--- src/rtl/wb_pkg.sv ---
// Shared types and helpers for the Wishbone bus scheduler: FSM state encoding
// and one-hot <-> binary index conversion, sized for the largest supported port count.
package wb_pkg;

  localparam int MAX_PORTS = 8;
  localparam int IDX_W_MAX = 3;

  typedef enum logic [1:0] {
    IDLE  = 2'd0,
    GRANT = 2'd1,
    ERR   = 2'd2,
    ABORT = 2'd3
  } state_t;

  function automatic logic [IDX_W_MAX-1:0] onehot_to_idx(input logic [MAX_PORTS-1:0] oh);
    logic [IDX_W_MAX-1:0] idx;
    idx = '0;
    for (int i = 0; i < MAX_PORTS; i++) begin
      if (oh[i]) idx = IDX_W_MAX'(i);
    end
    return idx;
  endfunction

  function automatic logic [MAX_PORTS-1:0] idx_to_onehot(input logic [IDX_W_MAX-1:0] idx);
    logic [MAX_PORTS-1:0] oh;
    oh      = '0;
    oh[idx] = 1'b1;
    return oh;
  endfunction

endpackage

--- src/rtl/wb_bus_scheduler_if.sv ---
// Signal bundle between the N-port interconnect and the grant scheduler.
interface wb_bus_scheduler_if #(
    parameter int PORTS = 3
);
    import wb_pkg::*;

    localparam int IW = (PORTS > 1) ? $clog2(PORTS) : 1;

    // cyc_i[n] is a master's request and stays high for its whole bus cycle; the
    // request is served once grant_valid_o is high with grant_o[n] set, and the
    // slave-side transfer completes on any cycle where stb_i and ack_i are both high.
    logic [PORTS-1:0] cyc_i;
    logic             stb_i;
    logic             ack_i;
    logic [PORTS-1:0] grant_o;
    logic             grant_valid_o;
    logic [IW-1:0]    grant_idx_o;
    logic [PORTS-1:0] err_o;
    logic             busy_o;
    state_t           state_o;

    modport slave (
        input  cyc_i, stb_i, ack_i,
        output grant_o, grant_valid_o, grant_idx_o, err_o, busy_o, state_o
    );

    modport master (
        output cyc_i, stb_i, ack_i,
        input  grant_o, grant_valid_o, grant_idx_o, err_o, busy_o, state_o
    );

endinterface

--- src/rtl/wb_rr_pick.sv ---
// Combinational winner selection: round-robin from ptr, or fixed priority from
// either end of the request vector.
module wb_rr_pick
    import wb_pkg::*;
#(
    parameter int PORTS = 3,
    localparam int IW   = (PORTS > 1) ? $clog2(PORTS) : 1
) (
    input  logic [PORTS-1:0] req,
    input  logic [IW-1:0]    ptr,
    input  logic             rr_mode,
    input  logic             lsb_high,
    output logic [PORTS-1:0] win_oh,
    output logic [IW-1:0]    win_idx
);

    logic found;
    int   c;

    // Scan order is built per mode; the first requester met in that order wins.
    always_comb begin
        found   = 1'b0;
        win_idx = '0;
        c       = 0;
        for (int i = 0; i < PORTS; i++) begin
            if (rr_mode)       c = (int'(ptr) + i) % PORTS;
            else if (lsb_high) c = i;
            else               c = PORTS - 1 - i;
            if (!found && req[c]) begin
                found   = 1'b1;
                win_idx = IW'(c);
            end
        end
    end

    assign win_oh = found ? PORTS'(idx_to_onehot(IDX_W_MAX'(win_idx))) : '0;

endmodule

--- src/rtl/wb_bus_scheduler.sv ---
// Grant scheduler for an N-master Wishbone classic slave port with a stall
// watchdog that aborts hung transfers.
module wb_bus_scheduler
    import wb_pkg::*;
#(
    parameter int PORTS                 = 3,
    parameter int ARB_TYPE_ROUND_ROBIN  = 1,
    parameter int ARB_LSB_HIGH_PRIORITY = 1,
    parameter int TIMEOUT_CYCLES        = 256
) (
    input logic              clk,
    input logic              rst,
    wb_bus_scheduler_if.slave bus
);

    localparam int IW        = (PORTS > 1) ? $clog2(PORTS) : 1;
    localparam int CNT_WIDTH = (TIMEOUT_CYCLES > 0) ? $clog2(TIMEOUT_CYCLES + 1) : 1;
    localparam int WD_LIMIT  = (TIMEOUT_CYCLES > 0) ? TIMEOUT_CYCLES - 1 : 0;
    localparam bit WD_EN     = (TIMEOUT_CYCLES > 0);

    state_t               state, state_n;
    logic [PORTS-1:0]     grant_q, grant_n;
    logic                 valid_q, valid_n;
    logic [IW-1:0]        idx_q, idx_n;
    logic [PORTS-1:0]     err_q, err_n;
    logic [IW-1:0]        rr_ptr, rr_ptr_n;
    logic [CNT_WIDTH-1:0] wd_cnt, wd_cnt_n;

    logic [PORTS-1:0]     win_oh;
    logic [IW-1:0]        win_idx;
    logic                 owner_req;
    logic                 wd_hit;

    wb_rr_pick #(.PORTS(PORTS)) u_pick (
        .req      (bus.cyc_i),
        .ptr      (rr_ptr),
        .rr_mode  (ARB_TYPE_ROUND_ROBIN != 0),
        .lsb_high (ARB_LSB_HIGH_PRIORITY != 0),
        .win_oh   (win_oh),
        .win_idx  (win_idx)
    );

    assign owner_req = |(bus.cyc_i & grant_q);
    assign wd_hit    = (wd_cnt == CNT_WIDTH'(WD_LIMIT));

    always_ff @(posedge clk or posedge rst) begin
        if (rst) begin
            state   <= IDLE;
            grant_q <= '0;
            valid_q <= 1'b0;
            idx_q   <= '0;
            err_q   <= '0;
            rr_ptr  <= '0;
            wd_cnt  <= '0;
        end else begin
            state   <= state_n;
            grant_q <= grant_n;
            valid_q <= valid_n;
            idx_q   <= idx_n;
            err_q   <= err_n;
            rr_ptr  <= rr_ptr_n;
            wd_cnt  <= wd_cnt_n;
        end
    end

    always_comb begin
        state_n  = state;
        grant_n  = grant_q;
        valid_n  = valid_q;
        idx_n    = idx_q;
        err_n    = '0;
        rr_ptr_n = rr_ptr;
        wd_cnt_n = wd_cnt;
        unique case (state)
            IDLE: begin
                grant_n  = '0;
                valid_n  = 1'b0;
                idx_n    = '0;
                wd_cnt_n = '0;
                if (|bus.cyc_i) begin
                    grant_n = win_oh;
                    valid_n = 1'b1;
                    idx_n   = IW'(onehot_to_idx(MAX_PORTS'(win_oh)));
                    state_n = GRANT;
                    if (ARB_TYPE_ROUND_ROBIN != 0)
                        rr_ptr_n = (win_idx == IW'(PORTS - 1)) ? '0 : win_idx + IW'(1);
                end
            end
            GRANT: begin
                if (!owner_req) begin
                    grant_n  = '0;
                    valid_n  = 1'b0;
                    idx_n    = '0;
                    wd_cnt_n = '0;
                    state_n  = IDLE;
                end else if (bus.ack_i || !bus.stb_i) begin
                    wd_cnt_n = '0;
                end else if (WD_EN && wd_hit) begin
                    // This is the last allowed stall cycle: abort the owner.
                    err_n    = grant_q;
                    valid_n  = 1'b0;
                    wd_cnt_n = '0;
                    state_n  = ERR;
                end else if (!wd_hit) begin
                    wd_cnt_n = wd_cnt + CNT_WIDTH'(1);
                end
            end
            ERR: begin
                state_n = ABORT;
            end
            ABORT: begin
                // grant_o stays up for mux steering until the aborted master lets go.
                if (!owner_req) begin
                    grant_n = '0;
                    idx_n   = '0;
                    state_n = IDLE;
                end
            end
            default: state_n = IDLE;
        endcase
    end

    assign bus.grant_o       = grant_q;
    assign bus.grant_valid_o = valid_q;
    assign bus.grant_idx_o   = idx_q;
    assign bus.err_o         = err_q;
    assign bus.busy_o        = (state != IDLE);
    assign bus.state_o       = state;

endmodule
--- src/flat_wrapper.sv ---
// flat-port wrapper written by rule: the top's interface ports become plain ports
module wb_bus_scheduler_flat import wb_pkg::*;
#(
    parameter int PORTS                 = 3,
    parameter int ARB_TYPE_ROUND_ROBIN  = 1,
    parameter int ARB_LSB_HIGH_PRIORITY = 1,
    parameter int TIMEOUT_CYCLES        = 256
)
  (clk, rst, bus_cyc_i, bus_stb_i, bus_ack_i, bus_grant_o, bus_grant_valid_o, bus_grant_idx_o, bus_err_o, bus_busy_o, bus_state_o);
  wb_bus_scheduler_if #(.PORTS(PORTS)) bus_i ();
  input logic clk;
  input logic rst;
  input wire logic [$bits(bus_i.cyc_i)-1:0] bus_cyc_i;
  input wire logic [$bits(bus_i.stb_i)-1:0] bus_stb_i;
  input wire logic [$bits(bus_i.ack_i)-1:0] bus_ack_i;
  output wire logic [$bits(bus_i.grant_o)-1:0] bus_grant_o;
  output wire logic [$bits(bus_i.grant_valid_o)-1:0] bus_grant_valid_o;
  output wire logic [$bits(bus_i.grant_idx_o)-1:0] bus_grant_idx_o;
  output wire logic [$bits(bus_i.err_o)-1:0] bus_err_o;
  output wire logic [$bits(bus_i.busy_o)-1:0] bus_busy_o;
  output wire logic [$bits(bus_i.state_o)-1:0] bus_state_o;
  assign bus_i.cyc_i = bus_cyc_i;
  assign bus_i.stb_i = bus_stb_i;
  assign bus_i.ack_i = bus_ack_i;
  assign bus_grant_o = bus_i.grant_o;
  assign bus_grant_valid_o = bus_i.grant_valid_o;
  assign bus_grant_idx_o = bus_i.grant_idx_o;
  assign bus_err_o = bus_i.err_o;
  assign bus_busy_o = bus_i.busy_o;
  assign bus_state_o = bus_i.state_o;
  wb_bus_scheduler #(.PORTS(PORTS), .ARB_TYPE_ROUND_ROBIN(ARB_TYPE_ROUND_ROBIN), .ARB_LSB_HIGH_PRIORITY(ARB_LSB_HIGH_PRIORITY), .TIMEOUT_CYCLES(TIMEOUT_CYCLES)) u_core (.clk(clk), .rst(rst), .bus(bus_i));
endmodule
--- config.mk ---
export PLATFORM = sky130hd
export DESIGN_NAME = wb_bus_scheduler_flat
export DESIGN_NICKNAME = d
export VERILOG_FILES = /design/src/rtl/wb_pkg.sv /design/src/rtl/wb_bus_scheduler_if.sv /design/src/rtl/wb_rr_pick.sv /design/src/rtl/wb_bus_scheduler.sv /design/src/flat_wrapper.sv
export SDC_FILE = /design/constraint.sdc
export NUM_CORES = 1
export LEC_CHECK = 0
export ABC_AREA = 1
export BUFFER_PORTS_ARGS = -buffer_cell sky130_fd_sc_hd__buf_4
export CAP_MARGIN = 5
export CORE_MARGIN = 1
export CORE_UTILIZATION = 56
export CTS_CLUSTER_DIAMETER = 100
export DETAILED_ROUTE_END_ITERATION = 8
export PLACE_DENSITY = 0.78
export SYNTH_ARGS = -nofsm -noshare
export SYNTH_HDL_FRONTEND = slang
export SYNTH_SLANG_ARGS = --single-unit
--- constraint.sdc ---
create_clock -name clk -period 2.2 [get_ports clk]
set_input_delay 0.33 -clock clk [delete_from_list [all_inputs] [get_ports clk]]
set_output_delay 0.33 -clock clk [all_outputs]
set_load 0.03 [all_outputs]
Yosys cells after proc, flatten, opt, wreduce, memory -nomap -nowiden
Index checks and enable logic that the tools add are counted.

operators by class
  $add $sub $neg = 4
  divide/modulo/power cells = 3
  order comparisons = 5
  equal/unequal tests = 10
  mux-type cells = 45
  bitwise logic cells = 1
  reductions and logical operators = 18

operators with widths
  operator               count
  $lt 32x4->1 const B    3
  $mod 32x3->32 const B  2
  $mod 3x3->32 const B   1
  $mux 9                 3
  $mux 2                 11
  $mux 3                 7
  $pmux 9 s2             1
  $mux 1                 15
  $add 9x1->9 const B    1
  $eq 9x8->1 const B     1
  $pmux 2 s4             1
  $bmux 1 s2             3
  $eq 2x2->1 const B     3
  $ne 3x3->1 const B     2
  $pmux 3 s2             1
  $reduce_bool 2->1      3
  $reduce_or 3->1        2
  $lt 2x4->1 const B     1
  $ne 2x2->1 const B     2
  $pmux 2 s2             1
  $reduce_and 2->1       2
  $reduce_and 4->1       1
  $add 2x1->3 const B    1
  $add 2x2->3 const B    1
  other kinds (13)       17

storage, ports and cells
  register bits = 22
  output and inout port bits = 12
  logic and storage cells = 93

Longest topological paths before layout
  word-level depth = 20
  mapped depth = 13
  gate-level depth less buffers = 13

Modules after synthesis
A second synthesis with hierarchy kept.

unflattened totals
  cells, all modules = 208
  area, all modules = 1510.2 µm²

modules (own cells, without submodules)
  module            times used  cells an instance  area an instance (µm²)
  wb_bus_scheduler  1           143                1156.1
  wb_rr_pick        1           65                 354.1

Worst setup path after synthesis
OpenSTA, ideal clock, no wires.

  kind = reg-to-reg
  from = register u_core.rr_ptr[0]
  to = register u_core.rr_ptr[0]
  setup time = 118 ps
  arrival time = 1418 ps
  required time = 2082 ps
  slack = 665 ps
  cell stages (with the launch flop) = 12
  clock period less this slack = 1535 ps
  cells stage by stage = dfrtp_1 -> inv_1 -> ha_1 -> inv_2 -> nand3_1 -> inv_2 -> a21oi_4 -> nand3_2 -> nand2_1 -> nand2_2 -> nand3_1 -> nand2_1

between the ends
  cells in the longest elaborated chain, start to end = 13

RTL lines
  item                                                                    RTL line                text
  start: declaration                                                      wb_bus_scheduler.sv:26  logic [IW-1:0] rr_ptr, rr_ptr_n;
  start signal: assignment                                                wb_bus_scheduler.sv:61  rr_ptr <= rr_ptr_n;
  parallel branches: the longest is 10 deep, another holds $mod 32x3->32  --
  $mux 2 (*)                                                              wb_rr_pick.sv:29        if (!found && req[c]) begin
  $add 2x1->2 / $eq 2x2->1 (equally long branches)                        wb_bus_scheduler.sv:86  rr_ptr_n = (win_idx == IW'(PORTS - 1)) ? '0 : win_idx + IW'(1);
  $mux 2 (*)                                                              wb_bus_scheduler.sv:86

Mark *: on every way between the ends. The select of a mux whose other input is x is not followed.
A chain may end at the register's enable or synchronous reset.

Final worst setup path
  from = register u_core.rr_ptr[0]
  to = register u_core.grant_q[0] (netlist: u_core.bus.grant_o[0])

between the ends
  cells in the longest elaborated chain, start to end = 18

RTL lines
  item                                                                    RTL line                text
  parallel branches: the longest is 15 deep, another holds $mod 32x3->32  --
  $mux 3 (*)                                                              wb_rr_pick.sv:36        assign win_oh = found ? PORTS'(idx_to_onehot(IDX_W_MAX'(win_idx))) : '0;
  $mux 3 (*)                                                              wb_bus_scheduler.sv:80  if (|bus.cyc_i) begin
  $pmux 3 s2 (*)                                                          wb_bus_scheduler.sv:74  unique case (state)
  end signal: assignment                                                  wb_bus_scheduler.sv:57  grant_q <= grant_n;
  end: declaration                                                        wb_bus_scheduler.sv:22  logic [PORTS-1:0] grant_q, grant_n;

Marks and branches as above.

==> flow_summary_export.csv <==
group,metric,value,unit
power_and_ir_drop,p_sw,892,uW
cts,cts_resized,0,
sta,timing.final.crit_share,78.2,%
worst_setup_path,critical_path.top_delay_family,"simple AND/OR/NAND/NOR gates",
final_layout,drive_gt1_share,21.7,%
worst_setup_path,crit_chain,"inv_1 > ha_1 > inv_2 > nand2_1 > nand2_2 > a21oi_4 > nand3_2 > nand2_1 > nand2_2 > nand3_1 > nand2_1",
cts,numClockSinks,21,
die,num_io_pins,19,
cts,cts_setup_buffers,0,
power_and_ir_drop,combPwrFrac,58.6,%
power_and_ir_drop,power.share.switching,50.7,%
worst_setup_path,cpMostUsedCell,"nand2_1",
sta,min_period,1.72,ns
die,die_area,0.00255,sq mm
power_and_ir_drop,intPower,868,uW
final_layout,syn_to_final_growth,14.1,%
place,gp_congestion,0.960,
cts,hold_buffers,0,
drt,wl,2.60,mm
sta,drv_slew,0,
global_routing,antenna_found_initial,0,
global_routing,grt_max_degree,22,
worst_setup_path,crit_type,"reg -> reg",
run_status,status,"completed",
sta,fin_setup_tns,0,ns
drt,drt-vias-per-instance,5.21,
drt,drc,0,
worst_setup_path,critPathArrivalTime,1.92,ns
final_layout,layout_common_cells,"50 x nand2_1, 22 x inv_1, 21 x dfrtp_1",
worst_setup_path,critPathMaxStageDelay,0.41,ns
sta,slew_headroom,47.9,%
cts,insertion_delay,0.29,ns
yosys,yosysWarnings,0,
final_layout,fillers,190,
power_and_ir_drop,clkPwrFrac,10.4,%
cts,root_buffer,"clkbuf_4",
yosys,synth_top_cell_by_area,"dfrtp_1",
power_and_ir_drop,ir_drop,0.776,mV
place,portBuffers,18,
yosys,netlist_instances,178,
global_routing,grt.total_usage,23.4,%
sta,tightestPinTransition,0.780,ns
final_layout,diodes,0,
die,start_util,59.5,%
cts,clkTransAtPathRegs,0.12,ns
yosys,synth.top_cell.area_share,39.9,%
yosys,netlist_area,0.00132,sq mm
sta,rsz0062_at_grt,"false",
cts,cts_tree,"built",
run,drv_cap,0,
worst_setup_path,cp_num_buf_inv,2,
global_routing,grt_pass1_wl,4.51,mm
worst_setup_path,crit_slowest_cell,"dfrtp_1",
die,die_h,50.5,um
yosys,syn_area_per_cell,7.39,sq um
yosys,synth_cell_type_count,26,
power_and_ir_drop,total_leakage_power,0.000792,uW
drt,final_antenna_net_count,0,
power_and_ir_drop,seqPwrFrac,31.0,%
sta,max_freq,581,MHz
drt,vias,1177,
die,core,0.00221,sq mm
cts,cts_buffers,3,
worst_setup_path,critPathRequiredTime,2.40,ns
drt,dr.pass1.iters,4,
global_routing,grt_pass1_vias,1145,
die,std_cell_rows,17,
die,die_x,50.5,um
drt,first_iter_violations,19,
hold_path,min_path_type,"in -> async",
drt,wl_per_cell,11.5,um
final_layout,final_nets,211,
power_and_ir_drop,power_density,1170,mW/mm^2
yosys,yosys_register_bits,21,
yosys,synth-seq-area-share,39.9,%
global_routing,gr-total-overflow,0,
place,place_hpwl,2.06,mm
worst_setup_path,end_kind,"flip-flop",
worst_setup_path,path_max_fanout,5,
cts,clock_path_buffers,2,
sta,fin_hold_ws,0.162,ns
sta,finalHoldViolCount,0,
yosys,ys_top_cells_by_area,"dfrtp_1 40%, nand2_1 14%, inv_1 6.3%",
sta,setup-violations-final,0,
final_layout,final_common_cell,"nand2_1",
sta,finalClockSkew,0.00747,ns
yosys,synthesis.nets,190,
worst_setup_path,critPathLaunchType,"flip-flop",
cts,htreeDepth,1,
[per-stage QoR]
stage | util, % | power [uW] | std cells | worst slack, ns | cell area [sq um]
6_report | 67.9 | 1760 | 226 | 0.480 | 1500
3_3_place_gp | 66.6 | 1550 | 222 | 0.595 | 1470
5_1_grt | 67.9 | 1920 | 226 | 0.318 | 1500
3_5_place_dp | 66.6 | 1590 | 222 | 0.486 | 1470
2_1_floorplan | - | 1330 | 178 | 0.665 | 1320
4_1_cts | 67.9 | 1770 | 226 | 0.478 | 1500
[cell type report]
| class | instances | area (sq um) | share of cell area [%] |
|---|---|---|---|
| clock buffers | 3 | 22.5 | 1.50 |
| repair buffers | 18 | 135 | 9.00 |
| inverters | 28 | 105 | 7.00 |
| clock inverters | 1 | 5.00 | 0.333 |
| well taps | 28 | 35.0 | 2.33 |
| multi-input cells | 127 | 673 | 44.8 |
| flip-flops and latches | 21 | 526 | 35.0 |
[metal layers]
metal / up-vias / GRT usage [%] / part of all wire (%)
li1: 607 / - / -
met4: 0 / 11.6 / 3.5
met2: 22 / 42.4 / 52
met1: 540 / 26.7 / 42
met5: - / 0 / 0
met3: 8 / 2.73 / 2.5
[power groups by stage]
stage                     combinational [uW]  clock [uW]  sequential, uW
after floorplan                          716           0             615
after global placement                   993           0             553
after detailed placement                1030           0             556
after CTS                               1030         190             546
after global routing                    1160         205             557
final                                   1030         183             545
[sequential cells by signal, indices dropped and copies added (netlist names), named ones only]
| name | cells |
|---|---|
| u_core.bus.grant_idx_o | 2 |
| u_core.wd_cnt | 9 |
| u_core.bus.err_o | 3 |
| u_core.rr_ptr | 2 |
| u_core.bus.grant_o | 2 |
| u_core.bus.state_o | 1 |
| u_core.bus.grant_valid_o | 1 |
[worst reg2reg max path, delay by kind of cell, from the launching register on]
family | cells | cell delay, ns
AO/OA/AOI/OAI | 1 | 0.17
buffers and inverters | 2 | 0.15
AND/OR/NAND/NOR | 7 | 0.56
flip-flops | 1 | 0.41
adder cells (fa/ha/maj) | 1 | 0.35
[logic make-up (layout without fill, tap and decap cells)]
group           Yosys count  in the layout  share of synthesized area [%]
simple gates            101            101                           35.9
xor+xnor                  1              1                          0.666
compound gates           20             20                           9.79
flops                    21             21                           39.9
fa+ha+maj                 5              5                           4.75
buf+inv                  30             50                           8.94
[Yosys cell counts]
cell and count:
nand2_1 50, o21ai_0 5, nor3b_2 1, o21ai_1 4
nor3b_1 3, nor2_4 1, a21oi_2 1, nand2_2 4
nor2_1 15, a21oi_4 1, buf_4 1, nand3_1 16
nand4_1 4, buf_2 1, nand3_2 3, dfrtp_1 21
nor3_1 2, o21ai_2 1, inv_1 22, a211oi_2 1
o21a_1 1, xor2_1 1, ha_1 5, inv_2 6
a21oi_1 6, nor2_2 2
[worst paths after layout]
kind / from / endpoint / slack (ns) / cells past startpoint
max: u_core.rr_ptr[0] / u_core.bus.grant_o[0] / 0.48 / 11
min: rst / u_core.wd_cnt[8] / 0.16 / 2
max reg2reg: u_core.rr_ptr[0] / u_core.bus.grant_o[0] / 0.48 / 11
min reg2reg: u_core.bus.grant_idx_o[0] / u_core.bus.grant_idx_o[0] / 0.50 / 2
max in group asynchronous: rst / u_core.wd_cnt[4] / 1.55 / 2
min in group clk: bus_ack_i / u_core.bus.err_o[0] / 0.36 / 4
(Power assumes the default switching activity.)
